### config.mk
export PLATFORM = sky130hd
export DESIGN_NAME = bm_concat_pack_arb_flat
export DESIGN_NICKNAME = d
export VERILOG_FILES = /design/src/rtl/bm_concat_pack_arb_if.sv /design/src/rtl/bm_concat_pack_arb.sv /design/src/flat_wrapper.sv
export SDC_FILE = /design/constraint.sdc
export NUM_CORES = 1
export LEC_CHECK = 0
export ABC_CLOCK_PERIOD_IN_PS = 4900
export CORE_ASPECT_RATIO = 2
export CORE_UTILIZATION = 55
export CTS_BUF_LIST = sky130_fd_sc_hd__clkbuf_2 sky130_fd_sc_hd__clkbuf_4 sky130_fd_sc_hd__clkbuf_8
export CTS_CLUSTER_DIAMETER = 150
export DETAILED_ROUTE_END_ITERATION = 16
export HOLD_SLACK_MARGIN = 0.15
export PLACE_DENSITY = 0.75
export SLEW_MARGIN = 20
export SYNTH_ARGS = -nofsm -noshare
export SYNTH_HDL_FRONTEND = slang
export SYNTH_SLANG_ARGS = --single-unit
export TNS_END_PERCENT = 1
### constraint.sdc
create_clock -name clock -period 4.9 [get_ports clock]
set_clock_uncertainty 0.05 [all_clocks]
set_input_delay 0.98 -clock clock [delete_from_list [all_inputs] [get_ports clock]]
set_output_delay 0.98 -clock clock [all_outputs]
set_load 0.05 [all_outputs]
### src/rtl/bm_concat_pack_arb_if.sv
// Handshake bundle for bm_concat_pack_arb: two field requesters, a flush strobe
// and the packed-word output port.
interface bm_concat_pack_arb_if #(
  parameter int BITS = 32
);
  localparam int FW = BITS - 8;
  localparam int LW = $clog2(FW + 1);
  localparam int OW = $clog2(BITS + 1);

  logic          req_a;
  logic          req_b;
  logic [FW-1:0] a;
  logic [FW-1:0] b;
  logic [LW-1:0] len_a;
  logic [LW-1:0] len_b;
  logic          rdy_a;
  logic          rdy_b;
  logic          flush;
  logic          out_valid;
  logic [BITS-1:0] out_data;
  logic [OW-1:0] out_bits;
  logic          out_ready;
  logic          busy;

  modport slave (
    input  req_a, req_b, a, b, len_a, len_b, flush, out_ready,
    output rdy_a, rdy_b, out_valid, out_data, out_bits, busy
  );

  modport master (
    output req_a, req_b, a, b, len_a, len_b, flush, out_ready,
    input  rdy_a, rdy_b, out_valid, out_data, out_bits, busy
  );
endinterface

### src/rtl/bm_concat_pack_arb.sv
// Round-robin two-requester arbiter that packs variable-length fields MSB-first
// into an accumulator and emits full (or flushed, zero-padded) words.
module bm_concat_pack_arb #(
  parameter int BITS = 32
) (
  input  logic                    clock,
  input  logic                    reset_n,
  bm_concat_pack_arb_if.slave     bus
);
  localparam int FW = BITS - 8;
  localparam int AW = BITS + FW;
  localparam int CW = $clog2(AW + 1);
  localparam int LW = $clog2(FW + 1);
  localparam int OW = $clog2(BITS + 1);
  localparam logic [FW:0] FONE = {{FW{1'b0}}, 1'b1};

  typedef enum logic [1:0] {
    MODE_ACCUM = 2'd0,
    MODE_EMIT  = 2'd1,
    MODE_FLUSH = 2'd2
  } mode_e;

  logic [AW-1:0]   acc_q, acc_d;
  logic [CW-1:0]   fill_q, fill_d;
  logic            prio_q, prio_d;
  logic            flush_pend_q, flush_pend_d;
  logic            out_valid_q, out_valid_d;
  logic [BITS-1:0] out_data_q, out_data_d;
  logic [OW-1:0]   out_bits_q, out_bits_d;
  logic            busy_q, busy_d;

  mode_e           mode_s;
  logic            gnt_a_s, gnt_b_s, out_hs_s;

  function automatic logic [LW-1:0] eff_len(input logic [LW-1:0] len);
    return (len > LW'(FW)) ? LW'(FW) : len;
  endfunction

  // Masks the field to its effective length and drops it just below the held bits.
  function automatic logic [AW-1:0] place_field(input logic [FW-1:0] data,
                                                input logic [LW-1:0] len,
                                                input logic [CW-1:0] fill);
    logic [LW-1:0] l;
    logic [FW:0]   mask;
    logic [AW-1:0] wide;
    l    = eff_len(len);
    mask = (FONE << l) - FONE;
    wide = {data & mask[FW-1:0], {BITS{1'b0}}};
    wide = wide << (LW'(FW) - l);
    return wide >> fill;
  endfunction

  // Mode decode; a pending flush always implies a non-empty accumulator.
  always_comb begin
    mode_s = MODE_ACCUM;
    if (fill_q >= CW'(BITS)) begin
      mode_s = MODE_EMIT;
    end else if (flush_pend_q) begin
      mode_s = MODE_FLUSH;
    end else begin
      mode_s = MODE_ACCUM;
    end
  end

  assign gnt_a_s  = reset_n & (mode_s == MODE_ACCUM) & bus.req_a & (~prio_q | ~bus.req_b);
  assign gnt_b_s  = reset_n & (mode_s == MODE_ACCUM) & bus.req_b & (prio_q | ~bus.req_a);
  assign out_hs_s = out_valid_q & bus.out_ready;

  // Next-state: append on grant, shift or clear on output handshake.
  always_comb begin
    acc_d  = acc_q;
    fill_d = fill_q;
    prio_d = prio_q;
    case (mode_s)
      MODE_ACCUM: begin
        if (gnt_a_s) begin
          acc_d  = acc_q | place_field(bus.a, bus.len_a, fill_q);
          fill_d = fill_q + CW'(eff_len(bus.len_a));
          prio_d = 1'b1;
        end else if (gnt_b_s) begin
          acc_d  = acc_q | place_field(bus.b, bus.len_b, fill_q);
          fill_d = fill_q + CW'(eff_len(bus.len_b));
          prio_d = 1'b0;
        end else begin
          acc_d  = acc_q;
        end
      end
      MODE_EMIT: begin
        if (out_hs_s) begin
          acc_d  = acc_q << BITS;
          fill_d = fill_q - CW'(BITS);
        end else begin
          acc_d  = acc_q;
        end
      end
      MODE_FLUSH: begin
        if (out_hs_s) begin
          acc_d  = '0;
          fill_d = '0;
        end else begin
          acc_d  = acc_q;
        end
      end
      default: begin
        acc_d  = '0;
        fill_d = '0;
        prio_d = 1'b0;
      end
    endcase

    flush_pend_d = (flush_pend_q | bus.flush) & (fill_d != '0);
    out_valid_d  = (fill_d >= CW'(BITS)) | flush_pend_d;
    busy_d       = (fill_d != '0) | flush_pend_d;
    if (!out_valid_d) begin
      out_data_d = '0;
      out_bits_d = '0;
    end else if (fill_d >= CW'(BITS)) begin
      out_data_d = acc_d[AW-1 -: BITS];
      out_bits_d = OW'(BITS);
    end else begin
      out_data_d = acc_d[AW-1 -: BITS];
      out_bits_d = OW'(fill_d);
    end
  end

  // State and output registers.
  always_ff @(posedge clock or negedge reset_n) begin
    if (!reset_n) begin
      acc_q        <= '0;
      fill_q       <= '0;
      prio_q       <= 1'b0;
      flush_pend_q <= 1'b0;
      out_valid_q  <= 1'b0;
      out_data_q   <= '0;
      out_bits_q   <= '0;
      busy_q       <= 1'b0;
    end else begin
      acc_q        <= acc_d;
      fill_q       <= fill_d;
      prio_q       <= prio_d;
      flush_pend_q <= flush_pend_d;
      out_valid_q  <= out_valid_d;
      out_data_q   <= out_data_d;
      out_bits_q   <= out_bits_d;
      busy_q       <= busy_d;
    end
  end

  assign bus.rdy_a     = gnt_a_s;
  assign bus.rdy_b     = gnt_b_s;
  assign bus.out_valid = out_valid_q;
  assign bus.out_data  = out_data_q;
  assign bus.out_bits  = out_bits_q;
  assign bus.busy      = busy_q;
endmodule
### src/flat_wrapper.sv
// flat-port wrapper written by rule: the top's interface ports become plain ports
module bm_concat_pack_arb_flat 
#(
  parameter int BITS = 32
)
  (clock, reset_n, bus_req_a, bus_req_b, bus_a, bus_b, bus_len_a, bus_len_b, bus_flush, bus_out_ready, bus_rdy_a, bus_rdy_b, bus_out_valid, bus_out_data, bus_out_bits, bus_busy);
  bm_concat_pack_arb_if #(.BITS(BITS)) bus_i ();
  input  logic clock;
  input  logic reset_n;
  input wire logic [$bits(bus_i.req_a)-1:0] bus_req_a;
  input wire logic [$bits(bus_i.req_b)-1:0] bus_req_b;
  input wire logic [$bits(bus_i.a)-1:0] bus_a;
  input wire logic [$bits(bus_i.b)-1:0] bus_b;
  input wire logic [$bits(bus_i.len_a)-1:0] bus_len_a;
  input wire logic [$bits(bus_i.len_b)-1:0] bus_len_b;
  input wire logic [$bits(bus_i.flush)-1:0] bus_flush;
  input wire logic [$bits(bus_i.out_ready)-1:0] bus_out_ready;
  output wire logic [$bits(bus_i.rdy_a)-1:0] bus_rdy_a;
  output wire logic [$bits(bus_i.rdy_b)-1:0] bus_rdy_b;
  output wire logic [$bits(bus_i.out_valid)-1:0] bus_out_valid;
  output wire logic [$bits(bus_i.out_data)-1:0] bus_out_data;
  output wire logic [$bits(bus_i.out_bits)-1:0] bus_out_bits;
  output wire logic [$bits(bus_i.busy)-1:0] bus_busy;
  assign bus_i.req_a = bus_req_a;
  assign bus_i.req_b = bus_req_b;
  assign bus_i.a = bus_a;
  assign bus_i.b = bus_b;
  assign bus_i.len_a = bus_len_a;
  assign bus_i.len_b = bus_len_b;
  assign bus_i.flush = bus_flush;
  assign bus_i.out_ready = bus_out_ready;
  assign bus_rdy_a = bus_i.rdy_a;
  assign bus_rdy_b = bus_i.rdy_b;
  assign bus_out_valid = bus_i.out_valid;
  assign bus_out_data = bus_i.out_data;
  assign bus_out_bits = bus_i.out_bits;
  assign bus_busy = bus_i.busy;
  bm_concat_pack_arb #(.BITS(BITS)) u_core (.clock(clock), .reset_n(reset_n), .bus(bus_i));
endmodule
==> flow_summary.toml, run 1 <==
[status]
status = "did not finish"
lastStage = "global routing"
stop_error = "[ERROR GRT-0116] Global routing finished with congestion. Check the congestion regions in the DRC Viewer."

[synth]
synth_area_leader_cell = "dfrtp_1"
syn-mean-instance-area_um2 = 7.090
syn_nets = 2213
syn-instance-count = 2124
ys.warnings.count = 0
ys_seq_area_share_pct = 17.28
synth_seq_cells = 104
synth_area_mm2 = 0.01506
synth_edf_count = 0
ys_top_cells_by_area = "dfrtp_1, nand2_1, nor2_1"
async_flop_share_pct = 100.0
synth_top_area_share_pct = 17.28
ys.flop_type = "dfrtp_1"
synth_cell_types = 100

[clock_tree]
clockRootBuffer = "clkbuf_8"
htree_levels = 3
clock-sinks = 104
cts.path.max_buffers = 2
cts_buffers = 9
cts-hold-fix-buffers = 0

[placement]
place_congestion = 1.320
placed_cell_area_mm2 = 0.02074
portBuffers = 105
dpl.hpwl_mm = 63.11

[global_route]
grt_start_max_net_pins = 68
grt.overflow.total = 377
grt_pass1_vias = 25843
grt_pass1_wl_mm = 167.0
grt_usage_pct = 74.85

[floorplanning]
initial_core_util_pct = 55.96
fp-row-count = 85
die_h_um = 236
io_pins = 106
dieWidth_um = 119
==> timing repair <==
action,in CTS
endpoints found under the setup margin,84
buffers inserted,28
gates cloned,0
pin swaps,80
gates resized for setup,222
==> logic make-up after synthesis <==
logic type	Yosys count	share of synthesized area, %
adders and majority gates	25	2.177
buffers and inverters	219	5.700
DFF	104	17.28
xor gates and xnor gates	7	0.4072
muxes	69	5.442
and+or+nand+nor	888	29.48
AOI/OAI and AO/OA	812	39.51
==> metal layers <==
metal	track usage (%)	overflow
met4	76.87	143
met1	74.83	7
met5	13.93	2
met2	93.71	207
met3	55.97	18
==> Yosys cell counts (all sizes together) (24+ instances only) <==
cell	count
a211oi	64
a21oi	116
a221oi	44
a31oi	40
and2	42
and3	29
buf	38
clkbuf	139
dfrtp	104
inv	36
mux2i	38
nand2	218
nand2b	25
nand3	98
nand4	35
nor2	212
nor3	78
nor4	36
o211ai	45
o21a	24
o21ai	120
o221ai	25
o22ai	33
o31ai	30
==> per-stage QoR <==
| step | worst slack, ns | hold slack [ns] | cells |
|---|---|---|---|
| floorplan | -0.9141 | 0.4061 | 2124 |
| global placement | -1.455 | 0.4260 | 3019 |
| detailed placement | -1.512 | 0.4315 | 3019 |
| CTS | -0.2231 | 0.4595 | 3063 |
==> run 2, diff against run 1 <==
--- a/config.mk
+++ b/config.mk
@@ -6,13 +6,9 @@
 export NUM_CORES = 1
 export LEC_CHECK = 0
 export ABC_CLOCK_PERIOD_IN_PS = 4900
-export CORE_ASPECT_RATIO = 2
-export CORE_UTILIZATION = 55
-export CTS_BUF_LIST = sky130_fd_sc_hd__clkbuf_2 sky130_fd_sc_hd__clkbuf_4 sky130_fd_sc_hd__clkbuf_8
-export CTS_CLUSTER_DIAMETER = 150
+export CORE_UTILIZATION = 40
 export DETAILED_ROUTE_END_ITERATION = 16
-export HOLD_SLACK_MARGIN = 0.15
-export PLACE_DENSITY = 0.75
+export PLACE_DENSITY_LB_ADDON = 0.15
 export SLEW_MARGIN = 20
 export SYNTH_ARGS = -nofsm -noshare
 export SYNTH_HDL_FRONTEND = slang
==> run 2 against run 1 <==
Net effect: area after synthesis stayed put; synthesized cell count stayed put; the flow now finishes, with violations (negative setup slack).
==> flow_summary.toml, run 2 <==
[clock_tree]
path_clk_slew_ns = 0.08
cts-hold-fix-buffers = 0
cts_buffers = 9
cts.path.max_buffers = 2
clockRootBuffer = "clkbuf_16"
htree_levels = 3
cts_tree = "yes"
clock-sinks = 104
worstSkewPairLatency_ns = 0.38

[power]
powerDensity_mw_per_mm2 = 422.9
p_leak_nw = 9.552
irDropWorstVdd_mv = 0.4941

[setup_path]
cp_top_family = "compound AO/OA/AOI/OAI gates"
crit_required_ns = 5.12
cp_common_cell = "buf_4"
crit_type = "input port to flip-flop"
crit_path_end_kind = "flip-flop"
r2r_end = "u_core.acc_q[23]"
crit_path_max_fanout = 16
setup.worst_path.start_class = "input port"
path_cells = "buf_8, a21bo_4, ha_4, buf_4, or4b_1, a311oi_1, buf_4, o32a_1, nand3_1, buf_4, o2111ai_1, o2111a_1, o211ai_1, nand3_1, buf_4, a21oi_1, a211oi_1, o211ai_1, and2_1"
cp_num_buf_inv = 5
max_stage_delay_ns = 0.59
rr_startpoint = "u_core.fill_q[1]"
cp.arrival_ns = 5.49
rrSetupSlack_ns = 0.98
crit_slowest_cell = "or4b_1"
r2r_cells = 12

[placement]
place_congestion = 1.102
portBuffers = 105
place_ws_ns = -1.648
dpl.hpwl_mm = 65.35
dp_cells = 3167

[finish]
mostFrequentLayoutCells = "buf_4, nand2_1, nor2_1, dfrtp_1, a21oi_1"
multi_input_area_mm2 = 0.01301
final_core_util_pct = 62.16
fin_nets = 2823
stdcell_count = 3207
diodes = 0
syn_to_final_growth_pct = 51.84
regArea_mm2 = 0.002606
layout_commonest_cell = "buf_4"
largest_reg_flops = 56
drive_gt1_share_pct = 36.07
nFillCells = 3329
top_register = "u_core.acc_q"

[synth]
async_flop_share_pct = 100.0
synthTopCellsByCount = "nand2_1, nor2_1, clkbuf_1"
ys.flop_type = "dfrtp_1"
syn-instance-count = 2124
ys_seq_area_share_pct = 17.28
synth_area_leader_cell = "dfrtp_1"
synth_area_mm2 = 0.01506
yosysMostFrequentCell = "nand2_1"
synth_edf_count = 0
synth_top_area_share_pct = 17.28
ys.warnings.count = 0
synth_cell_types = 100
syn_nets = 2213
syn-mean-instance-area_um2 = 7.090
ys_top_cells_by_area = "dfrtp_1, nand2_1, nor2_1"
synth_seq_cells = 104

[global_route]
grt_start_max_net_pins = 68
grt_pass1_vias = 20871
grt_usage_pct = 43.25
grt.overflow.total = 0
antenna_found_initial = 1
grt_pass1_wl_mm = 127.6

[timing]
slew_headroom_pct = 21.59
drv_slew = 0
finalHoldViolCount = 0
setup_violations = 78
tightest_slew_ns = 1.172
max_freq_mhz = 189.9
fin_crit_sh_pct = 107.4
whs_ns = 0.3794
rsz0062_at_grt = "true"
setup_slack_ns = -0.3647
period_needed_ns = 5.265

[routing]
wirelength_mm = 84.63
drc = 0
first_pass_iters = 7
drt_iter0_drc = 3465
vias = 22100
vias_per_cell = 6.891
wl_per_cell_um = 26.39
ant_nets = 0

[floorplanning]
io_pins = 106
die_h_um = 196.0
initial_core_util_pct = 40.94
dieWidth_um = 196.0
fp-row-count = 70
dieArea_mm2 = 0.03843
fp.coreArea_mm2 = 0.03679

[status]
status = "complete, but fails checks"
violations = "negative setup slack"

[job]
max_cap_viol_count = 0

[worst_hold_path]
hold_path.class = "input port to async pin"
-- run 2: cell families (layout without fill, tap and decap cells) --
family                     Yosys count  count (layout)  share of synthesized area (%)
xor gates and xnor gates             7               7                         0.4072
DFF                                104             104                          17.28
muxes                               69              69                          5.442
adders and majority gates           25              25                          2.177
AOI/OAI and AO/OA                  812             812                          39.51
buffers and inverters              219             834                          5.700
and+or+nand+nor                    888             888                          29.48
-- run 2: cell type report --
type / instances / area share, %
multi-input cells: 1801 / 56.89
repair buffers: 776 / 27.19
flip-flops and latches: 104 / 11.40
well taps: 468 / 2.561
clock buffers: 10 / 1.001
inverters: 42 / 0.7059
clock inverters: 6 / 0.2517
-- run 2: timing repair --
item | 4_1_cts | 5_1_grt
resized for setup | 235 | 55
pin swaps | 88 | 14
setup endpoints to repair | 83 | 82
hold endpoints to repair | 0 | 0
buffers inserted | 23 | 1
-- run 2: through the flow --
step	area, um2	setup TNS (ns)	power [mW]
2_1_floorplan	15410	-56.03	4.798
6_report	22860	-15.03	9.670
3_3_place_gp	21160	-101.63	8.058
3_5_place_dp	21160	-107.92	8.096
5_1_grt	22860	-26.22	10.01
4_1_cts	22610	-9.573	9.261
-- run 2: worst max path at each step --
stage	startpoint	end	slack (ns)	cells after the start
after floorplan	bus_len_a[3]	u_core.bus.out_data[16]	-0.91	24
after global placement	bus_len_b[3]	u_core.bus.out_data[11]	-1.57	17
after detailed placement	bus_len_b[3]	u_core.bus.out_data[3]	-1.65	18
after CTS	bus_len_a[4]	u_core.bus.out_data[16]	-0.26	20
after global routing	bus_len_b[4]	u_core.bus.out_data[6]	-0.53	22
final	bus_len_a[4]	u_core.bus.out_data[9]	-0.36	19
-- run 2: per-layer routing --
metal / share of wire, % / global-route usage [%] / vias to the layer above
li1: - / - / 9637
met1: 41 / 58.82 / 10568
met2: 43 / 66.09 / 1599
met3: 12 / 10.50 / 294
met4: 4.2 / 15.94 / 2
met5: 0.015 / 0 / -
-- run 2: report_power, final --
part / total [mW] / leakage, nW / switching, mW / internal [mW]
sequential: 1.28 / 1.40 / 0.183 / 1.10
clock: 0.740 / 0.141 / 0.382 / 0.358
combinational: 7.65 / 8.01 / 4.63 / 3.02
total: 9.67 / 9.55 / 5.19 / 4.48
Note: power is estimated with default switching activity, not from simulation.
==> run 3, diff against run 2 <==
--- a/config.mk
+++ b/config.mk
@@ -6,9 +6,12 @@
 export NUM_CORES = 1
 export LEC_CHECK = 0
 export ABC_CLOCK_PERIOD_IN_PS = 4900
-export CORE_UTILIZATION = 40
+export CELL_PAD_IN_SITES_DETAIL_PLACEMENT = 0
+export CELL_PAD_IN_SITES_GLOBAL_PLACEMENT = 1
+export CORE_UTILIZATION = 45
 export DETAILED_ROUTE_END_ITERATION = 16
 export PLACE_DENSITY_LB_ADDON = 0.15
+export SETUP_SLACK_MARGIN = 0.02
 export SLEW_MARGIN = 20
 export SYNTH_ARGS = -nofsm -noshare
 export SYNTH_HDL_FRONTEND = slang
==> run 3 against run 2 <==
Net effect: the run still ends with negative setup slack left; combinational power down 0.7%; design area up 1.2%; count of clock-buffer cells in the layout down 1; register-to-register slack worse by 0.08 ns; largest power group unchanged.
==> flow_summary.toml, run 3 (synthesized netlist as in run 2, its figures left out) <==
[status]
status = "complete, but fails checks"
violations = "negative setup slack"

[placement]
portBuffers = 105
place_ws_ns = -1.480
dpl.hpwl_mm = 61.11
dp_cells = 3107
place_congestion = 1.109

[finish]
stdcell_count = 3171
fin_nets = 2813
top_register = "u_core.acc_q"
diodes = 0
syn_to_final_growth_pct = 53.63
drive_gt1_share_pct = 37.27
mostFrequentLayoutCells = "buf_4, nand2_1, nor2_1, dfrtp_1, a21oi_1"
largest_reg_flops = 56
layout_commonest_cell = "buf_4"

[setup_path]
crit_slowest_cell = "or4_4"
setup.worst_path.start_class = "input port"
cp_num_buf_inv = 6
max_stage_delay_ns = 0.54
cp.depth = 20
crit_end = "u_core.acc_q[23]"
cp_common_cell = "buf_4"
r2r_end = "u_core.bus.out_data[10]"
r2r_cells = 12
cp.arrival_ns = 5.41
crit_path_max_fanout = 5
crit_type = "input port to flip-flop"
crit_required_ns = 5.14
cp_top_family = "compound AO/OA/AOI/OAI gates"
path_cells = "buf_2, a21bo_4, inv_2, buf_4, ha_4, buf_4, or4_4, o221a_4, o21ai_4, o21ai_2, a221oi_2, buf_4, a211oi_2, buf_4, or3_1, mux4_2, o221ai_4, nor2_1, or4_4, a22oi_2"
rr_startpoint = "u_core.fill_q[5]"
crit_path_end_kind = "flip-flop"
cp-startpoint = "bus_len_b[0]"
rrSetupSlack_ns = 0.90

[power]
p_comb_share_pct = 78.5
irDropWorstVdd_mv = 0.7087
powerDensity_mw_per_mm2 = 418.7
switching_share_pct = 53.77
seqPwrFrac_pct = 13.8
power.share.clock_pct = 7.7
p_switching_mw = 5.208
p_leak_nw = 9.603
p_int_mw = 4.478

[floorplanning]
dieArea_mm2 = 0.03420
dieWidth_um = 184.9
fp.coreArea_mm2 = 0.03270
fp-row-count = 66
die_h_um = 184.9
io_pins = 106
initial_core_util_pct = 46.05

[global_route]
antenna_found_initial = 0
grt_start_max_net_pins = 62
grt.overflow.total = 0
grt_pass1_vias = 21185
grt_usage_pct = 46.61
grt_pass1_wl_mm = 122.5

[timing]
period_needed_ns = 5.175
fin_crit_sh_pct = 105.6
drv_slew = 0
setup_slack_ns = -0.2747
tightest_slew_ns = 1.053
tns_ns = -9.215
rsz0062_at_grt = "true"
setup_violations = 69
finalHoldViolCount = 0
slew_headroom_pct = 29.53
max_freq_mhz = 193.2

[routing]
drc = 0
wirelength_mm = 81.66
wl_per_cell_um = 25.75
ant_nets = 0
vias_per_cell = 7.139
drt_iter0_drc = 3379
first_pass_iters = 7
vias = 22639

[clock_tree]
htree_levels = 3
cts_tree = "yes"
clock-sinks = 104
path_clk_slew_ns = 0.08
worstSkewPairLatency_ns = 0.38
cts-hold-fix-buffers = 0
cts.path.max_buffers = 2
cts_buffers = 9
clockRootBuffer = "clkbuf_16"

[worst_hold_path]
hold_path.class = "input port to async pin"

[job]
max_cap_viol_count = 0
==> run 3: stage by stage <==
stage | utilization [%] | hold slack (ns) | area (um2) | total power [mW]
6_report | 70.74 | 0.3916 | 23130 | 9.687
3_5_place_dp | 63.74 | 0.4361 | 20840 | 7.823
4_1_cts | 68.79 | 0.3836 | 22500 | 9.087
3_3_place_gp | 63.74 | 0.4220 | 20840 | 7.770
2_1_floorplan | - | 0.4061 | 15410 | 4.798
5_1_grt | 70.74 | 0.3837 | 23130 | 9.999
==> run 3: per-layer routing <==
metal  share of wire [%]  track usage, %  routed length (um)
met1                  38           60.80               31180
met2                  42           70.53               34500
met3                  14           14.22               11040
met4                 6.0           20.36                4906
met5               0.034               0                  28
==> run 3: how the worst min path moves through the flow <==
| stage | from | end | slack [ns] | cells after the start |
|---|---|---|---|---|
| after floorplan | u_core.acc_q[28] | u_core.acc_q[28] | 0.41 | 2 |
| after global placement | u_core.acc_q[30] | u_core.acc_q[30] | 0.42 | 2 |
| after detailed placement | u_core.acc_q[30] | u_core.acc_q[30] | 0.44 | 2 |
| after CTS | reset_n | u_core.fill_q[5] | 0.38 | 1 |
| after global routing | reset_n | u_core.bus.out_data[20] | 0.38 | 1 |
| final | reset_n | u_core.fill_q[5] | 0.39 | 1 |
==> run 3: layout make-up <==
type / instances / area (um2)
inverters: 42 / 157.7
multi-input cells: 1801 / 13410
flip-flops and latches: 104 / 2606
clock buffers: 9 / 225.2
repair buffers: 766 / 6121
well taps: 442 / 553.0
clock inverters: 7 / 65.06
fillers: 2722 / 9568
==> run 3: power groups by stage <==
stage / clock network [mW] / logic [mW] / registers, mW
detailed placement: 0 / 6.51 / 1.32
floorplan: 0 / 3.25 / 1.54
global route: 0.774 / 7.87 / 1.35
global placement: 0 / 6.46 / 1.31
finish: 0.748 / 7.60 / 1.33
CTS: 0.748 / 7.03 / 1.31
==> run 3: what timing repair did <==
action,CTS,global route
pin swaps,81,78
resized for setup,271,105
setup buffers,34,15
setup endpoints to repair,84,82
==> RTL change: new RTL, config.mk and constraints of run 3 <==
`BITS` is set to 32 in 3 places; all go to 16.
--- a/src/rtl/bm_concat_pack_arb_if.sv
+++ b/src/rtl/bm_concat_pack_arb_if.sv
@@ -1,7 +1,7 @@
 // Handshake bundle for bm_concat_pack_arb: two field requesters, a flush strobe
 // and the packed-word output port.
 interface bm_concat_pack_arb_if #(
-  parameter int BITS = 32
+  parameter int BITS = 16
 );
   localparam int FW = BITS - 8;
   localparam int LW = $clog2(FW + 1);
--- a/src/rtl/bm_concat_pack_arb.sv
+++ b/src/rtl/bm_concat_pack_arb.sv
@@ -1,7 +1,7 @@
 // Round-robin two-requester arbiter that packs variable-length fields MSB-first
 // into an accumulator and emits full (or flushed, zero-padded) words.
 module bm_concat_pack_arb #(
-  parameter int BITS = 32
+  parameter int BITS = 16
 ) (
   input  logic                    clock,
   input  logic                    reset_n,
--- a/src/flat_wrapper.sv
+++ b/src/flat_wrapper.sv
@@ -1,7 +1,7 @@
 // flat-port wrapper written by rule: the top's interface ports become plain ports
 module bm_concat_pack_arb_flat 
 #(
-  parameter int BITS = 32
+  parameter int BITS = 16
 )
   (clock, reset_n, bus_req_a, bus_req_b, bus_a, bus_b, bus_len_a, bus_len_b, bus_flush, bus_out_ready, bus_rdy_a, bus_rdy_b, bus_out_valid, bus_out_data, bus_out_bits, bus_busy);
   bm_concat_pack_arb_if #(.BITS(BITS)) bus_i ();
Ports: changed (6 resized); port bits go from 106 to 55. No check against the original RTL was run, so the function may have changed too.
==> RTL change against run 3 <==
Setup slack better by 0.58 ns; sequential cell count is 51 lower; largest power group unchanged; power is 74% lower; critical path type unchanged; design area is 76% lower; largest cell class unchanged; synthesized cell count is 73% lower; area after synthesis is 69% lower; wire length is 82% lower; worst hold slack better by 0.055 ns.
==> RTL change: results (changes against run 3) <==
- Status: completed
- Largest register FFs: 24 (-57%)
- Commonest cells post-synth: nand2_1 (57), nor2_1 (57), dfrtp_1 (53)
- Final-stage net count: 673 (-76%)
- GRT Util Overall: 0.290 (-0.176)
- Worst hold path class: reg2reg
- I/O Buffers: 54 (-49%)
- Reg-to-reg slack, setup: 1.46 ns (+0.56 ns)
- DR pass1 iterations: 6 (-1)
- Fill cells: 925 (-66%)
- Fraction of layout cells with a size suffix above 1: 0.111 (-0.261)
- Max H-tree Level: 2 (-1)
- Met1 WL: 6600 um (-79%)
- Post-synth top flop: dfrtp_1
- Count of different cell masters after synthesis: 86 (-14%)
- Wire per inst: 19.5 um (-24%)
- Worst Reg-to-Reg Cells: 11 (-1)
- Dpl cells: 744 (-76%)
- Reg2reg start: u_core.fill_q[0]
- Initial antenna violation count: 1 (+1)
- Seq/Total Area, Yosys: 0.287 (+0.114)
- Dominant cells by area after synthesis: dfrtp_1 (29%), ha_1 (6.2%), nand2_1 (4.6%), nor2_1 (4.6%), a21oi_1 (3.0%)
- Clk root buf: clkbuf_8
- Total CTS buffers: 5 (-4)
- DR vias: 4,681 (-79%)
- Vias in the first global route: 4,467 (-79%)
- Post-CTS Setup Repair Bufs: 0 (-100%)
- GR Util met2: 0.465 (-0.240)
- Metal3 WL: 1110 um (-90%)
- Clock-pin slew on the worst setup and hold paths: 0.10 ns (+0.02 ns)
- Worst setup path endpoint: u_core.bus.out_data[5]
- DP Area: 5360 sq um (-74%)
- R2r endpoint: u_core.bus.out_data[9]
- Final WL: 14,600 um (-82%)
- LEAKAGE: 2.36 nW (-75%)
- Worst hold slack: 0.447 ns (+0.0550 ns)
- Largest net degree at the start of global routing: 54 (-13%)
- Post-Place Worst Slack: 0.0147 ns (+1.49 ns)
- CP Launch Point: bus_len_b[3]
- Rel. slew slack: 0.468 (+0.173)
- First-pass GRT wire length: 23,700 um (-81%)
- Gp weighted congestion: 0.953 (-14%)
- Synth Instances: 565 (-73%)
- Worst EP arrival: 4.74 ns (-0.67 ns)
- Detailed Place HPWL: 11,000 um (-82%)
- Routed wl met2: 6610 um (-81%)
- Grt met1 use: 0.405 (-0.203)
- Tmin final: 4.59 ns (-0.583 ns)
- M3 GR Usage: 0.0497 (-0.0924)
- Max rail drop VDD: 0.000526 V (-26%)
## RTL change: cell count changes in the layout (fill, tap and decap cells not counted), moves of 43 or more
cell     change
nor2_1     -145
dfrtp_1     -48
o21ai_0     -63
buf_4      -619
nand3_1     -72
a21oi_1     -70
nand2_1    -149
nor3_1      -43
## RTL change: area by class of cell
class	instances	area, sq um	share of cell area
multi-input cells	451	3030	0.556
flip-flops and latches	53	1330	0.243
inverters	25	93.8	0.0172
clock buffers	5	68.8	0.0126
clock inverters	3	21.3	0.00390
repair buffers	82	743	0.136
well taps	133	166	0.0305
## RTL change: critical path, stage by stage
cell,delay (ns)
clkdlybuf4s50_1,0.53
nand2b_1,0.19
ha_1,0.20
ha_1,0.24
or2b_1,0.25
ha_1,0.25
mux2_2,0.29
a31oi_1,0.22
a2bb2oi_1,0.33
o21a_1,0.20
o22ai_1,0.10
a222oi_1,0.30
or4b_1,0.49
nor2b_1,0.15
## RTL change: where the power goes
| group | internal (mW) | leakage, nW | switching [mW] |
|---|---|---|---|
| clock network | 0.102 | 0.0445 | 0.148 |
| logic | 0.565 | 1.61 | 1.05 |
| registers | 0.576 | 0.709 | 0.121 |
| total | 1.24 | 2.36 | 1.32 |
## RTL change: cells by family (layout without fill, tap and decap cells)
logic type               Yosys count  after routing  share of synthesized area
AND/OR/NAND/NOR                  230            230                      0.256
AO/OA/AOI/OAI                    175            175                      0.278
buffers and inverters             61            115                     0.0569
flip-flops                        53             53                      0.287
adder cells (fa/ha/maj)           25             25                     0.0710
multiplexers                      12             12                     0.0341
XOR/XNOR                           9              9                     0.0171
